--- config.mk ---
export PLATFORM = sky130hd
export DESIGN_NAME = branch_target_unit_flat
export DESIGN_NICKNAME = d
export VERILOG_FILES = /design/src/rtl/btu_pkg.sv /design/src/rtl/branch_target_unit_if.sv /design/src/rtl/btb_array.sv /design/src/rtl/branch_target_unit.sv /design/src/flat_wrapper.sv
export SDC_FILE = /design/constraint.sdc
export NUM_CORES = 1
export LEC_CHECK = 0
export BUFFER_PORTS_ARGS = -buffer_cell sky130_fd_sc_hd__buf_2
export CAP_MARGIN = 20
export CORE_UTILIZATION = 47
export CTS_CLUSTER_DIAMETER = 120
export DETAILED_ROUTE_END_ITERATION = 12
export PLACE_DENSITY = 0.75
export SLEW_MARGIN = 40
export SYNTH_ARGS = -nofsm -noshare
export SYNTH_HDL_FRONTEND = slang
export SYNTH_SLANG_ARGS = --single-unit
--- constraint.sdc ---
create_clock -name CLK -period 10.7 [get_ports CLK]
set_clock_uncertainty 0.05 [all_clocks]
set_input_delay 2.675 -clock CLK [delete_from_list [all_inputs] [get_ports CLK]]
set_output_delay 2.675 -clock CLK [all_outputs]
set_load 0.01 [all_outputs]
--- src/rtl/btu_pkg.sv ---
// -----------------------------------------------------------------------------
// btu_pkg
// Shared definitions for the branch target unit.
//   BR_NONE/BR_COND/BR_JAL/BR_JALR : br_kind encodings
//   SEQ_INC                        : fall-through increment (4-byte instructions)
//   btb_entry_t                    : BTB entry layout for the default build
//                                    (XLEN=32, 16 entries). btb_array declares
//                                    the same layout with parameterised widths.
// -----------------------------------------------------------------------------
package btu_pkg;

  localparam logic [1:0] BR_NONE = 2'd0;
  localparam logic [1:0] BR_COND = 2'd1;
  localparam logic [1:0] BR_JAL  = 2'd2;
  localparam logic [1:0] BR_JALR = 2'd3;

  localparam int SEQ_INC = 4;

  localparam int BTU_XLEN_DEF  = 32;
  localparam int BTU_IDX_W_DEF = 4;
  localparam int BTU_TAG_W_DEF = BTU_XLEN_DEF - BTU_IDX_W_DEF - 2;

  typedef struct packed {
    logic                     valid;
    logic [BTU_TAG_W_DEF-1:0] tag;
    logic [BTU_XLEN_DEF-1:0]  target;
  } btb_entry_t;

endpackage

--- src/rtl/branch_target_unit_if.sv ---
// -----------------------------------------------------------------------------
// branch_target_unit_if
// Bundles the request, result and fetch-lookup signals of branch_target_unit.
//   master : the decode/execute + fetch side (drives requests, out_ready,
//            fetch_pc)
//   slave  : the branch target unit itself
// Handshake rule, on both channels: a transfer happens in a cycle where valid
// and ready are both 1 at the rising clock edge; once valid is raised its
// payload stays stable until the transfer.
// Optional: misalign exists only when BTU_MISALIGN_TRAP_EN is defined.
// -----------------------------------------------------------------------------
interface branch_target_unit_if #(
  parameter int XLEN = 32
);

  logic            in_valid;
  logic            in_ready;
  logic [XLEN-1:0] PC;
  logic [XLEN-1:0] rs1;
  logic [XLEN-1:0] I_type;
  logic [XLEN-1:0] J_type;
  logic [XLEN-1:0] B_type;
  logic [1:0]      br_kind;
  logic            br_taken;

  logic            out_valid;
  logic            out_ready;
  logic [XLEN-1:0] out_target;
  logic            out_taken;

  logic [XLEN-1:0] fetch_pc;
  logic            pred_hit;
  logic [XLEN-1:0] pred_target;

`ifdef BTU_MISALIGN_TRAP_EN
  logic            misalign;

  modport master (
    output in_valid, PC, rs1, I_type, J_type, B_type, br_kind, br_taken,
    output out_ready, fetch_pc,
    input  in_ready, out_valid, out_target, out_taken, pred_hit, pred_target,
    input  misalign
  );

  modport slave (
    input  in_valid, PC, rs1, I_type, J_type, B_type, br_kind, br_taken,
    input  out_ready, fetch_pc,
    output in_ready, out_valid, out_target, out_taken, pred_hit, pred_target,
    output misalign
  );
`else
  modport master (
    output in_valid, PC, rs1, I_type, J_type, B_type, br_kind, br_taken,
    output out_ready, fetch_pc,
    input  in_ready, out_valid, out_target, out_taken, pred_hit, pred_target
  );

  modport slave (
    input  in_valid, PC, rs1, I_type, J_type, B_type, br_kind, br_taken,
    input  out_ready, fetch_pc,
    output in_ready, out_valid, out_target, out_taken, pred_hit, pred_target
  );
`endif

endinterface

--- src/rtl/btb_array.sv ---
// -----------------------------------------------------------------------------
// btb_array
// Direct-mapped branch target buffer storage.
//   clk, rst_n    : clock, synchronous active-low reset (clears valid bits only)
//   rd_idx_i      : combinational lookup index
//   rd_tag_i      : tag to compare against the looked-up entry
//   rd_hit_o      : entry valid and tag equal
//   rd_target_o   : stored target of the looked-up entry (raw, not masked)
//   wr_set_i      : write valid=1, tag, target at wr_idx_i
//   wr_clr_i      : clear valid at wr_idx_i if its tag equals wr_tag_i
//   wr_idx_i, wr_tag_i, wr_target_i : write port address and data
// Reads see only registered contents, so a write is visible the cycle after.
// BTB_DEPTH must be a power of two, at least 2.
// -----------------------------------------------------------------------------
module btb_array #(
  parameter int XLEN      = 32,
  parameter int BTB_DEPTH = 16,
  localparam int IDX_W    = $clog2(BTB_DEPTH),
  localparam int TAG_W    = XLEN - IDX_W - 2
) (
  input  logic             clk,
  input  logic             rst_n,
  input  logic [IDX_W-1:0] rd_idx_i,
  input  logic [TAG_W-1:0] rd_tag_i,
  output logic             rd_hit_o,
  output logic [XLEN-1:0]  rd_target_o,
  input  logic             wr_set_i,
  input  logic             wr_clr_i,
  input  logic [IDX_W-1:0] wr_idx_i,
  input  logic [TAG_W-1:0] wr_tag_i,
  input  logic [XLEN-1:0]  wr_target_i
);

  // Same layout as btu_pkg::btb_entry_t, sized by this instance's parameters.
  typedef struct packed {
    logic             valid;
    logic [TAG_W-1:0] tag;
    logic [XLEN-1:0]  target;
  } entry_t;

  entry_t mem_q [BTB_DEPTH];

  assign rd_hit_o    = mem_q[rd_idx_i].valid && (mem_q[rd_idx_i].tag == rd_tag_i);
  assign rd_target_o = mem_q[rd_idx_i].target;

  // Only the valid bits carry reset; tag/target are don't-care while invalid.
  always_ff @(posedge clk) begin
    if (!rst_n) begin
      for (int i = 0; i < BTB_DEPTH; i++) begin
        mem_q[i].valid <= 1'b0;
      end
    end else if (wr_set_i) begin
      mem_q[wr_idx_i] <= '{valid: 1'b1, tag: wr_tag_i, target: wr_target_i};
    end else if (wr_clr_i && (mem_q[wr_idx_i].tag == wr_tag_i)) begin
      mem_q[wr_idx_i].valid <= 1'b0;
    end
  end

endmodule

--- src/rtl/branch_target_unit.sv ---
// -----------------------------------------------------------------------------
// branch_target_unit
// Resolves the next PC of one control-flow instruction per cycle and registers
// it (one cycle latency), and trains/serves a direct-mapped BTB.
//   CLK, RST_N : clock, synchronous active-low reset
//   bus        : branch_target_unit_if.slave
//     in_valid/in_ready, PC, rs1, I_type, J_type, B_type, br_kind, br_taken
//     out_valid/out_ready, out_target, out_taken
//     fetch_pc -> pred_hit, pred_target (0 on miss)
//     misalign (only with BTU_MISALIGN_TRAP_EN)
// Config macro: BTU_MISALIGN_TRAP_EN adds a registered misalign flag and keeps
// misaligned taken results out of the BTB.
// No FSM: the only control state is the output-register valid bit.
// -----------------------------------------------------------------------------
module branch_target_unit
  import btu_pkg::*;
#(
  parameter int XLEN      = 32,
  parameter int BTB_DEPTH = 16
) (
  input  logic                 CLK,
  input  logic                 RST_N,
  branch_target_unit_if.slave  bus
);

  localparam int IDX_W = $clog2(BTB_DEPTH);
  localparam int TAG_W = XLEN - IDX_W - 2;

  // Output register. pc_q drops PC[1:0]: only index and tag are needed later.
  logic            out_valid_q,  out_valid_d;
  logic [XLEN-1:0] out_target_q, out_target_d;
  logic            out_taken_q,  out_taken_d;
  logic [XLEN-1:2] pc_q,         pc_d;
  logic [1:0]      kind_q,       kind_d;
`ifdef BTU_MISALIGN_TRAP_EN
  logic            misalign_q,   misalign_d;
`endif

  logic            accept;
  logic            deliver;
  logic [XLEN-1:0] new_target;
  logic            new_taken;
  logic [XLEN-1:0] jalr_sum;

  assign bus.in_ready = !out_valid_q || bus.out_ready;
  assign accept       = bus.in_valid && bus.in_ready;
  assign deliver      = out_valid_q && bus.out_ready;

  // Target selection; all sums wrap modulo 2^XLEN.
  always_comb begin
    new_target = bus.PC + XLEN'(SEQ_INC);
    new_taken  = 1'b0;
    jalr_sum   = bus.rs1 + bus.I_type;
    unique case (bus.br_kind)
      BR_COND: begin
        if (bus.br_taken) begin
          new_target = bus.PC + bus.B_type;
          new_taken  = 1'b1;
        end
      end
      BR_JAL: begin
        new_target = bus.PC + bus.J_type;
        new_taken  = 1'b1;
      end
      BR_JALR: begin
        new_target = {jalr_sum[XLEN-1:1], 1'b0};
        new_taken  = 1'b1;
      end
      default: ;
    endcase
  end

  // Load on accept; otherwise drain on delivery; otherwise hold (stall).
  always_comb begin
    out_valid_d  = out_valid_q;
    out_target_d = out_target_q;
    out_taken_d  = out_taken_q;
    pc_d         = pc_q;
    kind_d       = kind_q;
`ifdef BTU_MISALIGN_TRAP_EN
    misalign_d   = misalign_q;
`endif
    if (accept) begin
      out_valid_d  = 1'b1;
      out_target_d = new_target;
      out_taken_d  = new_taken;
      pc_d         = bus.PC[XLEN-1:2];
      kind_d       = bus.br_kind;
`ifdef BTU_MISALIGN_TRAP_EN
      misalign_d   = new_taken && (new_target[1:0] != 2'b00);
`endif
    end else if (deliver) begin
      out_valid_d  = 1'b0;
    end
  end

  always_ff @(posedge CLK) begin
    if (!RST_N) begin
      out_valid_q  <= 1'b0;
      out_target_q <= '0;
      out_taken_q  <= 1'b0;
      pc_q         <= '0;
      kind_q       <= BR_NONE;
`ifdef BTU_MISALIGN_TRAP_EN
      misalign_q   <= 1'b0;
`endif
    end else begin
      out_valid_q  <= out_valid_d;
      out_target_q <= out_target_d;
      out_taken_q  <= out_taken_d;
      pc_q         <= pc_d;
      kind_q       <= kind_d;
`ifdef BTU_MISALIGN_TRAP_EN
      misalign_q   <= misalign_d;
`endif
    end
  end

  assign bus.out_valid  = out_valid_q;
  assign bus.out_target = out_target_q;
  assign bus.out_taken  = out_taken_q;
`ifdef BTU_MISALIGN_TRAP_EN
  assign bus.misalign   = misalign_q;
`endif

  // Training fires once per delivered result, from the registered PC.
  logic train_set;
  logic train_clr;

`ifdef BTU_MISALIGN_TRAP_EN
  assign train_set = deliver && out_taken_q && !misalign_q;
`else
  assign train_set = deliver && out_taken_q;
`endif
  assign train_clr = deliver && !out_taken_q && (kind_q == BR_COND);

  logic            rd_hit;
  logic [XLEN-1:0] rd_target;

  btb_array #(
    .XLEN      (XLEN),
    .BTB_DEPTH (BTB_DEPTH)
  ) u_btb (
    .clk         (CLK),
    .rst_n       (RST_N),
    .rd_idx_i    (bus.fetch_pc[IDX_W+1:2]),
    .rd_tag_i    (bus.fetch_pc[XLEN-1:IDX_W+2]),
    .rd_hit_o    (rd_hit),
    .rd_target_o (rd_target),
    .wr_set_i    (train_set),
    .wr_clr_i    (train_clr),
    .wr_idx_i    (pc_q[IDX_W+1:2]),
    .wr_tag_i    (pc_q[XLEN-1:IDX_W+2]),
    .wr_target_i (out_target_q)
  );

  assign bus.pred_hit    = rd_hit;
  assign bus.pred_target = rd_hit ? rd_target : '0;

  // Byte offset of fetch_pc does not participate in the lookup.
  logic unused_fetch_lsb;
  assign unused_fetch_lsb = ^bus.fetch_pc[1:0];

endmodule
--- src/flat_wrapper.sv ---
// flat-port wrapper written by rule: the top's interface ports become plain ports
module branch_target_unit_flat import btu_pkg::*;
#(
  parameter int XLEN      = 32,
  parameter int BTB_DEPTH = 16
)
  (CLK, RST_N, bus_in_valid, bus_PC, bus_rs1, bus_I_type, bus_J_type, bus_B_type, bus_br_kind, bus_br_taken, bus_out_ready, bus_fetch_pc, bus_in_ready, bus_out_valid, bus_out_target, bus_out_taken, bus_pred_hit, bus_pred_target);
  branch_target_unit_if #(.XLEN(XLEN)) bus_i ();
  input  logic CLK;
  input  logic RST_N;
  input wire logic [$bits(bus_i.in_valid)-1:0] bus_in_valid;
  input wire logic [$bits(bus_i.PC)-1:0] bus_PC;
  input wire logic [$bits(bus_i.rs1)-1:0] bus_rs1;
  input wire logic [$bits(bus_i.I_type)-1:0] bus_I_type;
  input wire logic [$bits(bus_i.J_type)-1:0] bus_J_type;
  input wire logic [$bits(bus_i.B_type)-1:0] bus_B_type;
  input wire logic [$bits(bus_i.br_kind)-1:0] bus_br_kind;
  input wire logic [$bits(bus_i.br_taken)-1:0] bus_br_taken;
  input wire logic [$bits(bus_i.out_ready)-1:0] bus_out_ready;
  input wire logic [$bits(bus_i.fetch_pc)-1:0] bus_fetch_pc;
  output wire logic [$bits(bus_i.in_ready)-1:0] bus_in_ready;
  output wire logic [$bits(bus_i.out_valid)-1:0] bus_out_valid;
  output wire logic [$bits(bus_i.out_target)-1:0] bus_out_target;
  output wire logic [$bits(bus_i.out_taken)-1:0] bus_out_taken;
  output wire logic [$bits(bus_i.pred_hit)-1:0] bus_pred_hit;
  output wire logic [$bits(bus_i.pred_target)-1:0] bus_pred_target;
  assign bus_i.in_valid = bus_in_valid;
  assign bus_i.PC = bus_PC;
  assign bus_i.rs1 = bus_rs1;
  assign bus_i.I_type = bus_I_type;
  assign bus_i.J_type = bus_J_type;
  assign bus_i.B_type = bus_B_type;
  assign bus_i.br_kind = bus_br_kind;
  assign bus_i.br_taken = bus_br_taken;
  assign bus_i.out_ready = bus_out_ready;
  assign bus_i.fetch_pc = bus_fetch_pc;
  assign bus_in_ready = bus_i.in_ready;
  assign bus_out_valid = bus_i.out_valid;
  assign bus_out_target = bus_i.out_target;
  assign bus_out_taken = bus_i.out_taken;
  assign bus_pred_hit = bus_i.pred_hit;
  assign bus_pred_target = bus_i.pred_target;
  branch_target_unit #(.XLEN(XLEN), .BTB_DEPTH(BTB_DEPTH)) u_core (.CLK(CLK), .RST_N(RST_N), .bus(bus_i));
endmodule
## Word level (Yosys, flattened, before mapping)

Memory sizes are Yosys's and may differ from the RTL's. A register that Yosys moved wholly into a read port is not among the register bits.
Cells that the tools add are included.

| operators by class | value |
|---|---|
| add/sub/neg operators | 4 |
| eq/ne operators | 6 |
| muxes and demuxes | 21 |
| bitwise logic cells | 1 |
| reductions and logical operators | 13 |

Operators by type and width:

| kind | count |
|---|---|
| 32-bit adder | 3 |
| 32-bit case mux with 3 select lines | 1 |
| 32-bit 2-to-1 mux | 2 |
| 59-bit 2-to-1 mux | 1 |
| 59-bit OR reduction | 1 |
| 26-bit == test | 2 |
| 32-bit by 3-bit adder with 32-bit output, second input constant | 1 |
| 1-bit 2-to-1 mux | 12 |
| 4-bit 2-to-1 mux | 3 |
| 1-bit logical AND | 7 |
| 2-bit by 1-bit == test with 1-bit output, second input constant | 2 |
| 2-bit == test, second input constant | 2 |
| 1-bit zero test | 2 |
| 2-bit 2-to-1 mux | 1 |
| 1-bit case mux with 2 select lines | 1 |
| 2-bit nonzero test | 1 |
| 2-bit OR reduction | 1 |
| 1-bit logical OR | 1 |
| 1-bit OR | 1 |

| storage, ports and cells | value |
|---|---|
| flip-flop bits (word level) | 66 |
| bits in writable memories | 944 |
| output and inout port bits | 68 |
| word-level logic and storage cells | 51 |
| memories | 1 |

Memories:

| memory | depth | width | rd ports | clocked after Yosys merged registers in | write ports | line | source |
|---|---|---|---|---|---|---|---|
| u_core.u_btb.mem_q | 16 | 59 | 2 | 1 | 16 | btb_array.sv:41 | `entry_t mem_q [BTB_DEPTH];` |

## Depth between registers and ports, before layout

| logic depth | value |
|---|---|
| depth after elaboration | 11 |
| mapped depth | 13 |

## Hierarchy

A second synthesis with hierarchy kept.

| second synthesis, totals | value |
|---|---|
| cell total of the unflattened synthesis | 3123 |
| area total of the unflattened synthesis | 49214.7 um^2 |

Modules (own cells, without submodules):

| module | instances | cells an instance | area an instance (um^2) | seq. area each (um^2) |
|---|---|---|---|---|
| btb_array | 1 | 1823 | 40091.0 | 28187.0 |
| branch_target_unit | 1 | 1300 | 9123.8 | 1321.3 |

## Least setup slack after synthesis

No wires, ideal clock.

| timing path | value |
|---|---|
| path type | in2out |
| start point | input port bus_fetch_pc[2] |
| end point | output port bus_pred_target[11] |
| arrival time | 5.303 ns |
| path slack | 2.672 ns |
| stages on the path | 9 |
| buffers on the path | 6 |
| cell sequence | buf_4 > buf_4 > buf_4 > buf_4 > buf_2 > buf_2 > mux4_2 > mux4_2 > nor2b_2 |

| on the way | value |
|---|---|
| longest elaborated chain between the ends | 4 |

Ends and longest elaborated chain:

| element | line | source |
|---|---|---|
| from (decl) | flat_wrapper.sv:20 | `input wire logic [$bits(bus_i.fetch_pc)-1:0] bus_fetch_pc;` |
| memory 16 x 59 bit * | -- |  |
| 26-bit == test | btb_array.sv:43 | `assign rd_hit_o = mem_q[rd_idx_i].valid && (mem_q[rd_idx_i].tag == rd_tag_i);` |
| 1-bit logical AND | btb_array.sv:43 |  |
| 32-bit 2-to-1 mux * | branch_target_unit.sv:158 | `assign bus.pred_target = rd_hit ? rd_target : '0;` |
| to (decl) | flat_wrapper.sv:26 | `output wire logic [$bits(bus_i.pred_target)-1:0] bus_pred_target;` |

Every way passes the cells marked *; elsewhere a longest branch is shown, timed or not.

## Worst setup path in the final report

| timing path | value |
|---|---|
| start point | input port bus_fetch_pc[2] |
| end point | output port bus_pred_target[21] |

The elaborated chain is that of the path after synthesis.

==> impl_metrics.env <==
export IMPL_crit_fanout=55
export IMPL_area_growth_pct=13.0
export IMPL_power_mw=8.85
export IMPL_ys_types=75
export IMPL_core_area_um2=102000
export IMPL_ctsHoldBuffers=0
export IMPL_final_max_slew_viol_count=0
export IMPL_root_buffer="clkbuf_16"
export IMPL_finalSetupViolCount=0
export IMPL_placedInstanceArea_um2=51700
export IMPL_pwr_share_comb=0.104
export IMPL_antenna_found_initial=6
export IMPL_ioPinCount=267
export IMPL_drtPass1Iterations=5
export IMPL_placementRows=117
export IMPL_endpoint_kind="output pin"
export IMPL_worst_pin_slew_ps=873
export IMPL_grt_max_degree=72
export IMPL_place_port_buffers=264
export IMPL_dieHeight_um=324
export IMPL_stdcell_area_um2=55000
export IMPL_cts_tree="built"
export IMPL_async_flop_share=0
export IMPL_p_seq_frac=0.507
export IMPL_postRouteAntennaNets=0
export IMPL_insertion_delay_ps=690
export IMPL_hold_violations=0
export IMPL_netSwitchingFraction=0.242
export IMPL_layout_nets=3527
export IMPL_outcome="finished clean"
export IMPL_track_usage=0.263
export IMPL_synth_seq_cells=1014
export IMPL_critPathArrivalTime_ps=6690
export IMPL_synth_avg_cell_area_um2=16.4
export IMPL_grt_pass1_wl_um=200000
export IMPL_synth_nets=3261
export IMPL_period_needed_ps=9410
export IMPL_power_density_nw_per_um2=161
export IMPL_p_clk_frac=0.390
export IMPL_p_int_mw=6.71
export IMPL_fin_tns_setup_ps=0
export IMPL_cts_reportedPaths_clkPinSlew_ps=60
export IMPL_slew_headroom=0.417
export IMPL_fmax_mhz=106
export IMPL_switching_power_mw=2.15
export IMPL_setup_ws_ps=1290
export IMPL_start_util=0.476
export IMPL_dieArea_um2=105000
export IMPL_ys_warn_count=0
export IMPL_vias=30500
export IMPL_cts_sinks=1014
export IMPL_syn_area_um2=48600
export IMPL_maxCapViolations=0
export IMPL_numCtsBuffers=98
export IMPL_totalWireLength_um=138000
export IMPL_syn_inst=2966
export IMPL_start_kind="input port"
export IMPL_period_share=0.880
export IMPL_rsz0062_at_grt="false"
export IMPL_clk_path_buf_depth=3
export IMPL_dp_slack_ps=1370
export IMPL_post_route_util=0.538
export IMPL_postCtsSetupRepairBufs=0
export IMPL_cts_repair_resized=0
export IMPL_synth_edf_count=928
export IMPL_grt_pass1_vias=30200
export IMPL_finalWeightedCongestion=0.934
export IMPL_htreeDepth=3
export IMPL_cp_required_ps=7980
export IMPL_worstHoldPathType="register to register"
export IMPL_drive_above_1_share=0.287
export IMPL_p_leak_nw=17.8
export IMPL_ir_worst_vdd_v=0.000117
export IMPL_vias_per_cell=6.50
export IMPL_dp_hpwl_um=85300
export IMPL_seq_area_frac_synth=0.608
export IMPL_drc_errors=0
export IMPL_worstSetupPathType="input port to output pin"
export IMPL_grt_remaining_overflow=0
export IMPL_die_w_um=324
export IMPL_ys_flop_type="edfxtp_1"
export IMPL_drt_iter0_drc=4207
export IMPL_wire_per_inst_um=29.3
==> power by group through the flow <==
stage                     logic (mW)  clock network (mW)  registers (mW)
after floorplan                0.624                   0            4.52
after global placement         0.900                   0            4.56
after detailed placement       0.906                   0            4.57
after CTS                      0.913                3.47            4.48
after global routing           0.983                3.62            4.49
final                          0.921                3.45            4.48
==> cell type report <==
class,count,area (µm²)
inverters,25,93.8
fillers,7981,47200
clock inverters,45,508
flip-flops and latches,1014,29600
repair buffers,333,1990
diodes,4,10.0
multi-input cells,1760,18300
clock buffers,138,2720
well taps,1368,1710
==> state kept, by name, indices dropped and copies added, names as in the netlist, named ones only <==
signal	count
u_core.kind_q	2
u_core.bus.out_valid	1
u_core.bus.out_target	32
u_core.bus.out_taken	1
u_core.u_btb.mem_q	944
u_core.pc_q	30
==> worst max-delay path: stages <==
cell	delay (ps)
buf_8	480
mux4_2	600
mux4_2	540
xor2_1	170
nor4_1	610
nand4_1	200
a2111oi_2	390
nand4_4	130
buf_4	320
nor2b_2	220
buf_2	140
==> synth_stat cells, types with 44 or more instances <==
library cell,count,share of area
a21o_1,44,0.0068
a21oi_1,188,0.019
buf_2,47,0.0048
clkbuf_1,93,0.0072
dfxtp_1,86,0.035
edfxtp_1,928,0.57
ha_1,93,0.024
mux2i_1,54,0.011
mux4_2,400,0.19
nand2_1,178,0.014
nand3_1,47,0.0048
nor2_1,112,0.0086
o21ai_0,75,0.0077
xnor2_1,89,0.016
xor2_1,76,0.014
==> per-stage QoR <==
stage | std cells | hold slack [ps]
floorplan | 2966 | 382
CTS | 4683 | 408
finish | 4687 | 414
detailed placement | 4500 | 400
global placement | 4493 | 387
global route | 4686 | 426
==> cells by family after synthesis <==
family                     count (synthesis)  synth area share
adders and majority gates                 96            0.0252
and+or+nand+nor                          531            0.0551
buffers and inverters                    192            0.0177
xor gates and xnor gates                 165            0.0297
muxes                                    459             0.198
AOI/OAI and AO/OA                        509            0.0664
DFF                                     1014             0.608
==> metal layers <==
layer	wire length, µm	vias up	part of all wire	GRT usage
met5	9	-	0.000065	0
met4	5550	2	0.040	0.111
met3	13900	335	0.10	0.0397
met2	67300	1982	0.49	0.431
met1	50800	15500	0.37	0.352
li1	-	12600	-	-
==> path summary, 6_finish.rpt <==
| kind | start | to | slack, ps | cells past startpoint |
|---|---|---|---|---|
| max | bus_fetch_pc[2] | bus_pred_target[21] | 1290 | 11 |
| min | u_core.kind_q[0]$_SDFFE_PN0P_ | u_core.kind_q[0]$_SDFFE_PN0P_ | 410 | 2 |
| max reg2reg | register | u_core.u_btb.mem_q[8][58]$_DFF_P_ | 5750 | 11 |
| min reg2reg | u_core.kind_q[0]$_SDFFE_PN0P_ | u_core.kind_q[0]$_SDFFE_PN0P_ | 410 | 2 |
==> placed cells by master, fill, tap and decap left out, types with 13 or more instances in the layout <==
| cell | n |
|---|---|
| dfxtp_1 | 79 |
| xor2_1 | 76 |
| ha_1 | 93 |
| xnor2_1 | 89 |
| nor2_1 | 100 |
| o211ai_1 | 20 |
| o31ai_1 | 13 |
| nand4_1 | 29 |
| a21o_1 | 44 |
| and3_1 | 14 |
| nand2_1 | 177 |
| mux4_2 | 400 |
| buf_4 | 57 |
| nand3_1 | 47 |
| clkbuf_1 | 28 |
| mux2i_1 | 54 |
| clkbuf_16 | 98 |
| inv_1 | 22 |
| buf_2 | 260 |
| a21oi_1 | 188 |
| edfxtp_1 | 928 |
| clkinv_1 | 16 |
| a31oi_1 | 24 |
| nor2b_1 | 23 |
| nor3_1 | 21 |
| nor2b_2 | 20 |
| a211oi_1 | 35 |
| o21ai_0 | 75 |
(Power assumes the default switching activity.)
